===== src/rtl/sdp_ram_rd_if.sv =====
`default_nettype none
// ============================================================================
//  Module      : sdp_ram_rd_if
//  Description : AXI4 read-channel slave for a simple-dual-port RAM. It accepts
//                AR bursts, issues RAM reads, and returns data through an R FIFO.
//  Revision    : 1.0 - initial release
// ============================================================================
module sdp_ram_rd_if #(
    parameter int DW          = 512,
    parameter int AW          = 10,
    parameter int RAM_LATENCY = 2,
    parameter int FIFO_DEPTH  = 4
) (
    input  logic          clk,
    input  logic          resetn,
    output logic [AW-1:0] ram_raddr,
    output logic          ram_re,
    input  logic [DW-1:0] ram_rdata,
    input  logic [31:0]   S_AXI_ARADDR,
    input  logic          S_AXI_ARVALID,
    input  logic [3:0]    S_AXI_ARID,
    input  logic [7:0]    S_AXI_ARLEN,
    input  logic [1:0]    S_AXI_ARBURST,
    output logic          S_AXI_ARREADY,
    output logic [DW-1:0] S_AXI_RDATA,
    output logic [3:0]    S_AXI_RID,
    output logic [1:0]    S_AXI_RRESP,
    output logic          S_AXI_RLAST,
    output logic          S_AXI_RVALID,
    input  logic          S_AXI_RREADY
);

    localparam int c_SHIFT = $clog2(DW / 8);
    localparam int c_PW    = $clog2(FIFO_DEPTH);
    localparam int c_CW    = $clog2(FIFO_DEPTH + 1);
    localparam int c_FW    = $clog2(RAM_LATENCY + 1);

    localparam logic [1:0] c_ST_INIT  = 2'd0;
    localparam logic [1:0] c_ST_IDLE  = 2'd1;
    localparam logic [1:0] c_ST_ISSUE = 2'd2;

    logic [1:0]      r_state;
    logic [AW-1:0]   r_addr;
    logic [7:0]      r_beats;
    logic [3:0]      r_id;

    // Tag layout: {valid, last, id[3:0]}
    logic [5:0]      r_tag [RAM_LATENCY];

    logic [DW-1:0]   r_fifo_data [FIFO_DEPTH];
    logic [4:0]      r_fifo_meta [FIFO_DEPTH];
    logic [c_PW-1:0] r_wr_ptr;
    logic [c_PW-1:0] r_rd_ptr;
    logic [c_CW-1:0] r_count;

    logic [31:0]     w_ar_word;
    logic [c_FW-1:0] w_in_flight;
    logic            w_credit;
    logic            w_issue;
    logic            w_issue_last;
    logic            w_push;
    logic            w_pop;
    logic            w_unused;

    assign w_ar_word = S_AXI_ARADDR >> c_SHIFT;
    assign w_unused  = ^{S_AXI_ARBURST, w_ar_word[31:AW]};

    always_comb begin
        w_in_flight = '0;
        for (int i = 0; i < RAM_LATENCY; i++) begin
            w_in_flight = w_in_flight + c_FW'(r_tag[i][5]);
        end
    end

    // Counting every read not yet in the FIFO guarantees a free slot on landing.
    assign w_credit     = (int'(r_count) + int'(w_in_flight)) < FIFO_DEPTH;
    assign w_issue      = (r_state == c_ST_ISSUE) && w_credit;
    assign w_issue_last = w_issue && (r_beats == 8'd0);

    assign S_AXI_ARREADY = (r_state == c_ST_IDLE);
    assign ram_re        = w_issue;
    assign ram_raddr     = r_addr;

    always_ff @(posedge clk or negedge resetn) begin
        if (!resetn) begin
            r_state <= c_ST_INIT;
            r_addr  <= '0;
            r_beats <= '0;
            r_id    <= '0;
        end else begin
            case (r_state)
                c_ST_INIT: r_state <= c_ST_IDLE;
                c_ST_IDLE: begin
                    if (S_AXI_ARVALID) begin
                        r_addr  <= w_ar_word[AW-1:0];
                        r_beats <= S_AXI_ARLEN;
                        r_id    <= S_AXI_ARID;
                        r_state <= c_ST_ISSUE;
                    end
                end
                c_ST_ISSUE: begin
                    if (w_issue) begin
                        r_addr  <= r_addr + 1'b1;
                        r_beats <= r_beats - 1'b1;
                        if (r_beats == 8'd0) begin
                            r_state <= c_ST_IDLE;
                        end
                    end
                end
                default: r_state <= c_ST_INIT;
            endcase
        end
    end

    always_ff @(posedge clk or negedge resetn) begin
        if (!resetn) begin
            for (int i = 0; i < RAM_LATENCY; i++) begin
                r_tag[i] <= '0;
            end
        end else begin
            r_tag[0] <= {w_issue, w_issue_last, r_id};
            for (int i = 1; i < RAM_LATENCY; i++) begin
                r_tag[i] <= r_tag[i-1];
            end
        end
    end

    assign w_push = r_tag[RAM_LATENCY-1][5];
    assign w_pop  = S_AXI_RVALID && S_AXI_RREADY;

    always_ff @(posedge clk) begin
        if (w_push) begin
            r_fifo_data[r_wr_ptr] <= ram_rdata;
            r_fifo_meta[r_wr_ptr] <= r_tag[RAM_LATENCY-1][4:0];
        end
    end

    always_ff @(posedge clk or negedge resetn) begin
        if (!resetn) begin
            r_wr_ptr <= '0;
            r_rd_ptr <= '0;
            r_count  <= '0;
        end else begin
            if (w_push) begin
                r_wr_ptr <= r_wr_ptr + 1'b1;
            end
            if (w_pop) begin
                r_rd_ptr <= r_rd_ptr + 1'b1;
            end
            case ({w_push, w_pop})
                2'b10:   r_count <= r_count + 1'b1;
                2'b01:   r_count <= r_count - 1'b1;
                default: r_count <= r_count;
            endcase
        end
    end

    // Storage is not reset, so sideband outputs are qualified by RVALID.
    assign S_AXI_RVALID = (r_count != '0);
    assign S_AXI_RDATA  = r_fifo_data[r_rd_ptr];
    assign S_AXI_RID    = S_AXI_RVALID ? r_fifo_meta[r_rd_ptr][3:0] : 4'd0;
    assign S_AXI_RLAST  = S_AXI_RVALID && r_fifo_meta[r_rd_ptr][4];
    assign S_AXI_RRESP  = 2'b00;

endmodule
`default_nettype wire


===== config.mk =====
export PLATFORM = sky130hd
export DESIGN_NAME = sdp_ram_rd_if
export DESIGN_NICKNAME = d
export VERILOG_FILES = /design/src/rtl/sdp_ram_rd_if.sv
export SDC_FILE = /design/constraint.sdc
export NUM_CORES = 1
export LEC_CHECK = 0
export CAP_MARGIN = 10
export CORE_ASPECT_RATIO = 0.7
export CORE_MARGIN = 2
export CORE_UTILIZATION = 47
export DETAILED_ROUTE_END_ITERATION = 7
export PLACE_DENSITY = 0.7
export SLEW_MARGIN = 25
export SYNTH_ARGS = -nofsm -noshare
export SYNTH_HDL_FRONTEND = slang
export SYNTH_SLANG_ARGS = --single-unit

===== constraint.sdc =====
create_clock -name clk -period 14.72 [get_ports clk]
set_clock_uncertainty 0.2 [all_clocks]
set_input_delay 2.944 -clock clk [delete_from_list [all_inputs] [get_ports clk]]
set_output_delay 2.944 -clock clk [all_outputs]
set_load 0.005 [all_outputs]

# Word-level counts from Yosys, hierarchy flattened
# Memories as Yosys holds them, arrays and structs flattened.
# Cells that the tools add are included.
[word_totals]
ram_bits = 2068
out_inout_bits = 532
word_cells = 53
input_bits = 562
memories = 2
register_bits = 43
[op_classes]
n_reduce_logical = 12
n_lt_le_gt_ge = 1
mux = 14
n_addsub = 8
n_eq_ne = 7
[mem_list]
columns = ["name", "words", "word_bits", "rd", "rd_clocked_by_memory_dff", "wr", "line_no", "rtl"]
rows = [
  ["r_fifo_data", 4, 512, 1, 0, 1, "50", "logic [DW-1:0] r_fifo_data [FIFO_DEPTH];"],
  ["r_fifo_meta", 4, 5, 1, 0, 1, "51", "logic [4:0] r_fifo_meta [FIFO_DEPTH];"],
]
[op_table]
columns = ["cell", "n"]
rows = [
  ["two-way mux 10 bit", 2],
  ["one-hot mux 10 bit (2 select lines)", 1],
  ["two-way mux 8 bit", 2],
  ["one-hot mux 8 bit (2 select lines)", 1],
  ["adder 10 x 1 -> 10 bit, second input constant", 1],
  ["zero test 8 bit", 1],
  ["subtractor 8 x 1 -> 8 bit, second input constant", 1],
  ["two-way mux 2 bit", 3],
  ["one-hot mux 2 bit (3 select lines)", 1],
  ["one-hot mux 3 bit (2 select lines)", 1],
  ["AND reduction 3 bit", 2],
  ["adder 2 x 1 -> 2 bit, second input constant", 2],
  ["adder 3 x 2 -> 4 bit", 1],
  ["== test 2 x 1 -> 1 bit, second input constant", 2],
  ["== test 2 bit, second input constant", 2],
  ["logical AND 1 bit", 4],
  ["less-than comparator 4 x 3 -> 1 bit, second input constant", 1],
  ["two-way mux 4 bit", 1],
  ["!= test 2 bit, second input constant", 2],
  ["nonzero test 2 bit", 2],
  ["adder 3 x 1 -> 3 bit, second input constant", 1],
  ["nonzero test 3 bit", 1],
  ["subtractor 3 x 1 -> 3 bit, second input constant", 1],
  ["adder 1 x 1 -> 2 bit", 1],
  ["other kinds (4)", 5],
]

# Logic depth before layout (Yosys ltp)
# Gate-level depths: netlist of the first run.
[depth]
word_depth = 6
depth_mapped = 9
mapped_depth_nobuf = 8

# Worst setup path after synthesis of the first run
# No wires, ideal clock.
[synth_timing]
kind = "register -> register"
from = "register r_wr_ptr[0]"
to = "memory r_fifo_data[0][0] (enable)"
path_buffers = 0
setup_time_ps = 949
stages_incl_launch_ff = 4
synth_period_minus_slack_ps = 13414
slack_ps = 1306
arrival_ps = 12264
required_time_ps = 13571
cell_sequence = "dfrtp_1 -> inv_1 -> ha_1 -> and2_1"
[synth_rtl]
columns = ["item", "line_no", "rtl"]
rows = [
  ["start, declared", "52", "logic [c_PW-1:0] r_wr_ptr;"],
  ["start signal, assigned", "145", "r_wr_ptr <= r_wr_ptr + 1'b1;"],
  ["end, declared", "50", ""],
]
# Straight into the memory's write port.

# Final worst setup path of the first run
[layout_timing]
from = "register r_rd_ptr[0]"
to = "output S_AXI_RDATA[310]"
[layout_via]
elab_chain_len = 1
[layout_lines]
columns = ["item", "line_no", "rtl"]
rows = [
  ["start, declared", "53", "logic [c_PW-1:0] r_rd_ptr;"],
  ["start signal, assigned", "148", "r_rd_ptr <= r_rd_ptr + 1'b1;"],
  ["memory read (4 x 512 bit)", "--", ""],
  ["end, declared", "25", "output logic [DW-1:0] S_AXI_RDATA,"],
]
# No other way between the ends.

==> results, run 1 <==
- The residual antenna-violating net count after detailed routing is 0.
- The internal reg-to-reg setup slack is 10.09 ns.
- The die extent in x is 486 um.
- The number of cells traversed by the worst hold path is 0.
- The peak fanout along the critical path is 45.
- The total cell area at the placement stage is 89,700 um2.
- Summing the areas of all compound-gate instances in the mapped netlist gives 0.515% of the synthesized area.
- The portion of the post-synthesis area used by sequential elements is 82.6%.
- The first-pass iteration count of the detailed router is 7.
- The endpoint identified for the worst register-to-register timing path is r_fifo_data[1][204]$_DFFE_PP_.
- The finished layout holds 6,431 standard cells, fillers aside.
- The worst min-delay path class is reg -> reg.
- Of the total power, registers draw 41.9%.
- For the worst setup path, the data required time is 11.58 ns.
- The internal power of the cells totals 12,700 uW.
- Synthesis handed over a netlist of 2,922 instances.
- sky130_fd_sc_hd__edfxtp_1 is the most common cell in the netlist.
- Once the clock tree was built, the setup fixing pass inserted 0 buffers.
- The post-synthesis instance area is 76,500 um2.
- The xor/xnor cell area share of the yosys netlist is 0.0687%.
- Including well taps, the total number of placed cells is 6,029.
- Once the floorplan was initialized, standard cells occupied 47.5% of the core.
- The final-report hold violation count is 0.
- Counting cells, the worst reg-to-reg path comes to 6.
- The worst setup path is of the reg -> out kind.
- The cell taking the most area after synthesis is sky130_fd_sc_hd__edfxtp_1.
- The H-tree depth is 4.
- During synthesis, Yosys emitted a total of 0 warnings.
- The final critical path takes up 51.5% of the cycle.
- At the end of the flow, the number of nets in the layout was 4,674.
- After global routing the overflow that remains totals 0.
- By count the netlist is led by sky130_fd_sc_hd__edfxtp_1 (2,068), sky130_fd_sc_hd__mux4_2 (517), sky130_fd_sc_hd__buf_2 (74).
- The number of global-route vias before repair is 36,200.
- The routed length per placed instance is 27.3 um.
- The final critical-path required period is 7.58 ns.
- The maximum count of clock buffers along a single path is 3.
- The row count is 123.
- The initial antenna violation count came to 52.
- The die covers 166,000 um2.
- Of the total synthesized cell area, the portion taken by full adders, half adders and majority gates is 0.173%.
- The finished cells cover 96,000 um2.
- Cells with a size suffix above 1 make up 19.5% of the layout.
- Summed over all layers, the routed wires come to 176 mm.
- The measured slew at the worst slew-check pin is 1.09 ns.
- By area the synthesized netlist is led by sky130_fd_sc_hd__edfxtp_1 (81%), sky130_fd_sc_hd__mux4_2 (15%), sky130_fd_sc_hd__dfrtp_1 (1.4%), sky130_fd_sc_hd__buf_2 (0.48%), sky130_fd_sc_hd__ha_1 (0.15%).
- The placer's final routability congestion estimate is 0.771.
- The power share of the clock group is 28.1%.
- Setup repair after global routing left no endpoint under its margin.
- The distinct cell type count of the synthesized netlist is 48.
- Net switching is 26.8% of the power.
- Across the run, the number of max-cap violations was 0.
- The clock net in this run drives a total of 2,111 sinks.
- The post-synthesis async set-or-reset flop share is 2.04%.
- Dividing the detail-routed via count by the number of cells gives 5.48.
- The later-pin clock latency in the skew report is 0.81 ns.
- The number of gates resized after cts is 0.
- The die span in y is 342 um.
- The worst setup path is launched from a flip-flop.
- The multiplexer area fraction after synthesis is 15.3%.
- The net switching power of the design is 4650 uW.
- The endpoint arrival time on the critical path is 4.44 ns.
- The maximum number of pins on one net before global-route repair is 155.
- The quantity of I/O buffers inserted on ports is 1,067.
- The flow ran to the end, and the final reports show no timing, DRC or antenna violations.
- Setup violations remaining at the end of the flow were counted as 0.
- The maximum clock frequency is 132 MHz.
- The number of I/O pins is 1,094.
- The routed layout has 35,300 vias.
- The capture point of the critical path is S_AXI_RDATA[310].
- The combinational fraction of design power is 30.0%.
- The floorplan step defined a core boundary enclosing 161,000 um2.
- The first-pass GRT wire length is 251 mm.
- The simple logic cell fraction of the synthesized area is 0.515%.
- The total negative setup slack is 0 ns.
- In this run the critical register-to-register path is launched from r_wr_ptr[1]$_DFFE_PN0P_.
- The post-DP HPWL is 112 mm.
- The power per cell area is 181 nW/um2.
- By area, the combinational part of the netlist is dominated by multiplexers.
- The leading register cell type out of synthesis is sky130_fd_sc_hd__edfxtp_1.
- The total leakage power is 0.0304 uW.
- The start point of the critical path is r_rd_ptr[0]$_DFFE_PN0P_.
- The average cell area after synthesis is 26.2 um2.
- The area added between synthesis and finish is 25.6%.
- TritonCTS built the clock tree.
- The count of flip-flops with a built-in enable after synthesis is 2,068.
- The clock slew at the register clock pins of the worst setup and hold paths is 0.06 ns.
- The synthesis-stage register bit count is 2,111.
- In this run, CTS created clock tree buffers numbering 193.
- The kind of end point of the critical path is an output pin.
- The hold-fix buffer count after cts is 0.
- The overall global routing resource usage is 20.8%.
- Headroom to the max-slew limit came out at 27.6%.
- The cell at the root of the clock tree is sky130_fd_sc_hd__clkbuf_16.
- The completed layout was analyzed and its total power is 17,400 uW.
- The worst voltage drop across the vdd grid is 0.152 mV.
- The share of the synthesized area in the top cell type is 81.2%.
- The DRC marker count from the first detailed-route iteration is 2,849.
- The startpoint of the worst hold path is r_tag[7]$_DFF_PN0_.
- The count of unresolved DRC violations after routing is 0.
- The final-report max-slew violation count came to 0.
-- placed cells by master, fill, tap and decap left out, drive strengths merged, types with 12 or more instances in the layout --
cell	netlist	layout
nand2	19	19
dfrtp	43	43
clkbuf	21	246
edfxtp	2068	2068
clkinv	1	87
diode	0	39
nor2	14	14
clkdlybuf4s50	0	1066
bufinv	0	15
inv	10	16
a21oi	12	12
mux4	517	517
buf	109	48
-- registers in the layout, summed over array words and instances (netlist names) --
signal,cells
r_state,2
r_fifo_data,2048
ram_raddr,10
r_count,3
r_rd_ptr,2
r_beats,8
r_tag,12
r_wr_ptr,2
r_fifo_meta,20
r_id,4
-- worst min-delay path by stage --
stage	slack (ns)	to
after floorplan	0.13	r_tag[0]$_DFF_PN0_
after global placement	0.13	r_tag[2]$_DFF_PN0_
after detailed placement	0.14	r_tag[0]$_DFF_PN0_
after CTS	0.15	r_tag[1]$_DFF_PN0_
after global routing	0.16	r_tag[1]$_DFF_PN0_
final	0.15	r_tag[1]$_DFF_PN0_
-- final cells by class --
cell class | instances | area [um2]
antenna | 39 | 97.6
clock buffer | 246 | 5050
clock inverter | 114 | 1140
fill | 11100 | 65100
inverter | 11 | 46.3
multi-input combinational | 671 | 12700
sequential | 2111 | 63200
tap | 2125 | 2660
timing repair buffer | 1114 | 11200
-- critical path, stage by stage (launching register included) --
cell and delay, ns:
sky130_fd_sc_hd__dfrtp_4 0.82, sky130_fd_sc_hd__buf_4 0.74, sky130_fd_sc_hd__buf_4 0.83, sky130_fd_sc_hd__mux4_2 0.63, sky130_fd_sc_hd__clkdlybuf4s50_1 0.49
-- cells by family (layout without fill, tap and decap cells) --
logic type	after synthesis	after routing
compound gates	56	56
mux	520	520
simple gates	77	77
buf+inv	141	1485
flops	2111	2111
fa+ha+maj	10	10
other cells	1	41
xor+xnor	6	6
-- per-stage QoR --
step	util, %	hold WS [ns]	setup WS, ns
2_1_floorplan	-	0.131	1.31
3_3_place_gp	55.6	0.133	7.61
3_5_place_dp	55.6	0.145	7.60
4_1_cts	59.5	0.154	6.71
5_1_grt	59.6	0.157	6.71
6_report	59.6	0.153	7.14
-- routing by layer --
| metal | GRT usage [%] | share of wire (%) | up-vias |
|---|---|---|---|
| met3 | 6.22 | 7.4 | 342 |
| met2 | 34.9 | 52 | 1185 |
| met4 | 10.2 | 4.3 | 26 |
| met5 | 0 | 0.098 | - |
| li1 | - | - | 15100 |
| met1 | 24.8 | 36 | 18600 |
-- power by group through the flow --
| stage | Sequential, uW | Clock, uW | Combinational [uW] |
|---|---|---|---|
| floorplan | 7570 | 0 | 2530 |
| global placement | 7400 | 0 | 5280 |
| detailed placement | 7420 | 0 | 5280 |
| CTS | 7290 | 4990 | 5310 |
| global route | 7330 | 5210 | 5500 |
| finish | 7290 | 4880 | 5210 |
(Power assumes the default switching activity.)
==> inputs of run 2 (changes only) <==
==> constraint.sdc (replaced) <==
create_clock -name clk -period 7.1 [get_ports clk]
set_clock_uncertainty 0.2 [all_clocks]
set_input_delay 1.42 -clock clk [delete_from_list [all_inputs] [get_ports clk]]
set_output_delay 1.42 -clock clk [all_outputs]
set_load 0.005 [all_outputs]
==> run 2 against run 1 <==
Sequential power increased by 110%. Critical path depth decreased by 1. Register-to-register slack got worse by 6.0 ns. Utilization increased by 0.065 points. Critical endpoint is now S_AXI_RDATA[341]. Critical path type unchanged. First-iteration DRC count decreased by 9.0%. Non-clock buffer count decreased by 4. Largest power group unchanged. Combinational power increased by 110%. Setup slack got worse by 5.3 ns. Design area increased by 0.11%. Routed wire length decreased by 0.63%.
==> results, run 2 (same netlist as run 1, synthesis figures left out) <==
- The flow ran to the end, and the final reports show no timing, DRC or antenna violations.
- Dividing the final minimum period by the clock period gives 74.7%.
- For this run, the detailed router's first-pass iteration total came to 6.
- The maximum clock frequency is 189 MHz.
- The share of total power dissipated in combinational logic is 29.9%.
- For this design the static power due to leakage is 0.0304 uW.
- The cell at the root of the clock tree is sky130_fd_sc_hd__clkbuf_16.
- The library cell used most frequently in the layout, excluding fill and tap cells, is sky130_fd_sc_hd__edfxtp_1.
- For the worst-skew pair, the clock arrives at the later sink with an insertion delay of 0.82 ns.
- The routed design could run at a clock period as short as 5.30 ns.
- Hold repair after CTS inserted 0 buffers.
- The path type of the worst setup path is reg -> out.
- In this run the power density over the cells is 375 nW/um2.
- The first global-routing pass estimated 250 mm of wire.
- Relative to the synthesized area, the layout overhead comes to 25.7%.
- Internal power comes to 26,400 uW.
- The number of fill cells in the layout is 11,200.
- For the pin with the worst max-slew slack, the measured transition is 1.04 ns.
- The worst hold path belongs to the class reg -> reg.
- The total negative setup slack is 0 ns.
- Net switching is 26.6% of the power.
- The final hold slack is 0.149 ns.
- The type of origin of the critical path is a flip-flop.
- After global routing the overflow that remains totals 0.
- In the final layout, the registers with the most flip-flops are r_fifo_data x2048, r_fifo_meta x20, r_tag x12.
- The library cells used most frequently in the layout, excluding fill and tap cells, are sky130_fd_sc_hd__edfxtp_1 (2,068), sky130_fd_sc_hd__clkdlybuf4s50_1 (1,066), sky130_fd_sc_hd__mux4_2 (517).
- The kind of end point of the critical path is an output pin.
- The overall global routing resource usage is 20.7%.
- Setup violations remaining at the end of the flow were counted as 0.
- The total number of nets in the final design is 4,669.
- The number of flip-flops in the largest register is 2,048.
- The initial utilization of the core area, before any placement, comes to 47.5%.
- The first routing iteration left 2,593 violations.
- The register name with the most flops is r_fifo_data.
- The final-report hold violation count is 0.
- The number of global-route vias before repair is 36,600.
- The final-report max-slew violation count is 0.
- VDD sags by at most 0.353 mV.
- The remaining max-slew budget at the tightest pin is 30.7%.
- The initial antenna violation count is 55.
- The H-tree depth is 4.
- The maximum number of pins on one net before global-route repair is 140.
- The buffers inserted during post-CTS setup optimization is 0.
- After clock tree synthesis, the clock-pin slew on the worst setup and hold paths is 0.06 ns.
- The number of clock sinks seen by CTS is 2,111.
- Across all layers, the routed design uses 35,200 vias.
- After floorplanning, the core was divided into 123 placement rows.
- Setup repair after global routing left no endpoint under its margin.
- The portion of total power attributed to sequential cells is 42.0%.
- The die extent in x is 486 um.
- The number of clock buffers inserted by TritonCTS is 192.
- Summed over all nets, the switching power comes to 9590 uW.
- Dividing the detail-routed wire length by the instance count gives 27.2 um.
- Data on the critical path is required at its endpoint by 5.48 ns.
- The clock network burns 28.1% of the power.
- For this block, the routed nets add up to 175 mm of wire.
- The placeable core area is 161,000 um2.
- The via count normalized by instance count is 5.48.
- TritonCTS built the clock tree.
- At the end of routability-driven placement, the weighted congestion stood at 0.784.
- STA puts the critical path data arrival time at 3.68 ns.
- The die covers 166,000 um2.
- The HPWL after detailed placement is 110 mm.
- The peak fanout along the critical path is 86.
- From bottom edge to top edge, the die measures 342 um.
- For this run, design rule violations remaining after detail routing come to 0.
- In the final layout, the share of cells above drive strength 1 is 19.7%.
- The max-cap violation count is 0.
- The number of I/O pins is 1,094.
- The detail route stage leaves a number of antenna-violating nets equal to 0.
- The number of gates resized after cts is 0.
- The quantity of I/O buffers inserted on ports is 1,067.
- The longest clock path from root to sink contains 3 buffers.
[run 2: changes by cell type in the layout (fill, tap and decap cells not counted), sizes merged]
cell,change
clkinv,+2
buf,-4
diode,-3
clkbuf,-3
inv,-2
clkinvlp,-4
[run 2: worst max-delay path, stage by stage (launching register included)]
cell and delay (ns):
sky130_fd_sc_hd__dfrtp_4 0.95, sky130_fd_sc_hd__buf_12 0.61, sky130_fd_sc_hd__mux4_2 0.59, sky130_fd_sc_hd__clkdlybuf4s50_1 0.58
[run 2: stage by stage]
stage / cells / cell area [um2] / total power [uW] / utilization [%] / worst slack, ns
floorplan: 2923 / 76500 / 20500 / - / -0.392
global placement: 6028 / 89900 / 26300 / 55.8 / 2.52
detailed placement: 6028 / 89900 / 26400 / 55.8 / 2.52
CTS: 6381 / 96000 / 36500 / 59.6 / 1.66
global route: 6411 / 96100 / 37400 / 59.7 / 1.54
finish: 6417 / 96100 / 36000 / 59.7 / 1.80
[run 2: area by class of cell]
cell class	instances	area, um2	area share (%)
clock inverter	110	1050	1.09
clock buffer	243	5150	5.36
timing repair buffer	1110	11300	11.8
inverter	11	46.3	0.0482
tap	2125	2660	2.77
antenna	36	90.1	0.0937
multi-input combinational	671	12700	13.2
sequential	2111	63200	65.7
[run 2: worst paths after layout]
path | startpoint | endpoint | slack, ns | cells after the start
worst max-delay path | r_rd_ptr[0]$_DFFE_PN0P_ | S_AXI_RDATA[341] | 1.80 | 3
worst min-delay path | r_tag[10]$_DFF_PN0_ | r_tag[4]$_DFF_PN0_ | 0.15 | 0
worst max register to register | r_wr_ptr[0]$_DFFE_PN0P_ | r_fifo_data[2][47]$_DFFE_PP_ | 4.09 | 5
worst min register to register | r_tag[10]$_DFF_PN0_ | r_tag[4]$_DFF_PN0_ | 0.15 | 0
max in group asynchronous | resetn | r_rd_ptr[1]$_DFFE_PN0P_ | 5.80 | 1
min in group asynchronous | resetn | ram_raddr[2]$_DFFE_PN0P_ | 0.40 | 1
[run 2: metal layers]
| layer | vias up | share of wire, % | GRT usage (%) |
|---|---|---|---|
| met5 | - | 0.18 | 0 |
| met1 | 18600 | 37 | 24.9 |
| li1 | 15100 | - | - |
| met3 | 319 | 7.8 | 6.60 |
| met2 | 1129 | 51 | 34.2 |
| met4 | 44 | 4.1 | 9.62 |
[run 2: power groups by stage]
stage	registers [uW]	clock network (uW)	logic [uW]
after floorplan	15300	0	5250
after global placement	15300	0	11000
after detailed placement	15400	0	11000
after CTS	15100	10400	11000
after global routing	15200	10900	11400
final	15100	10100	10800
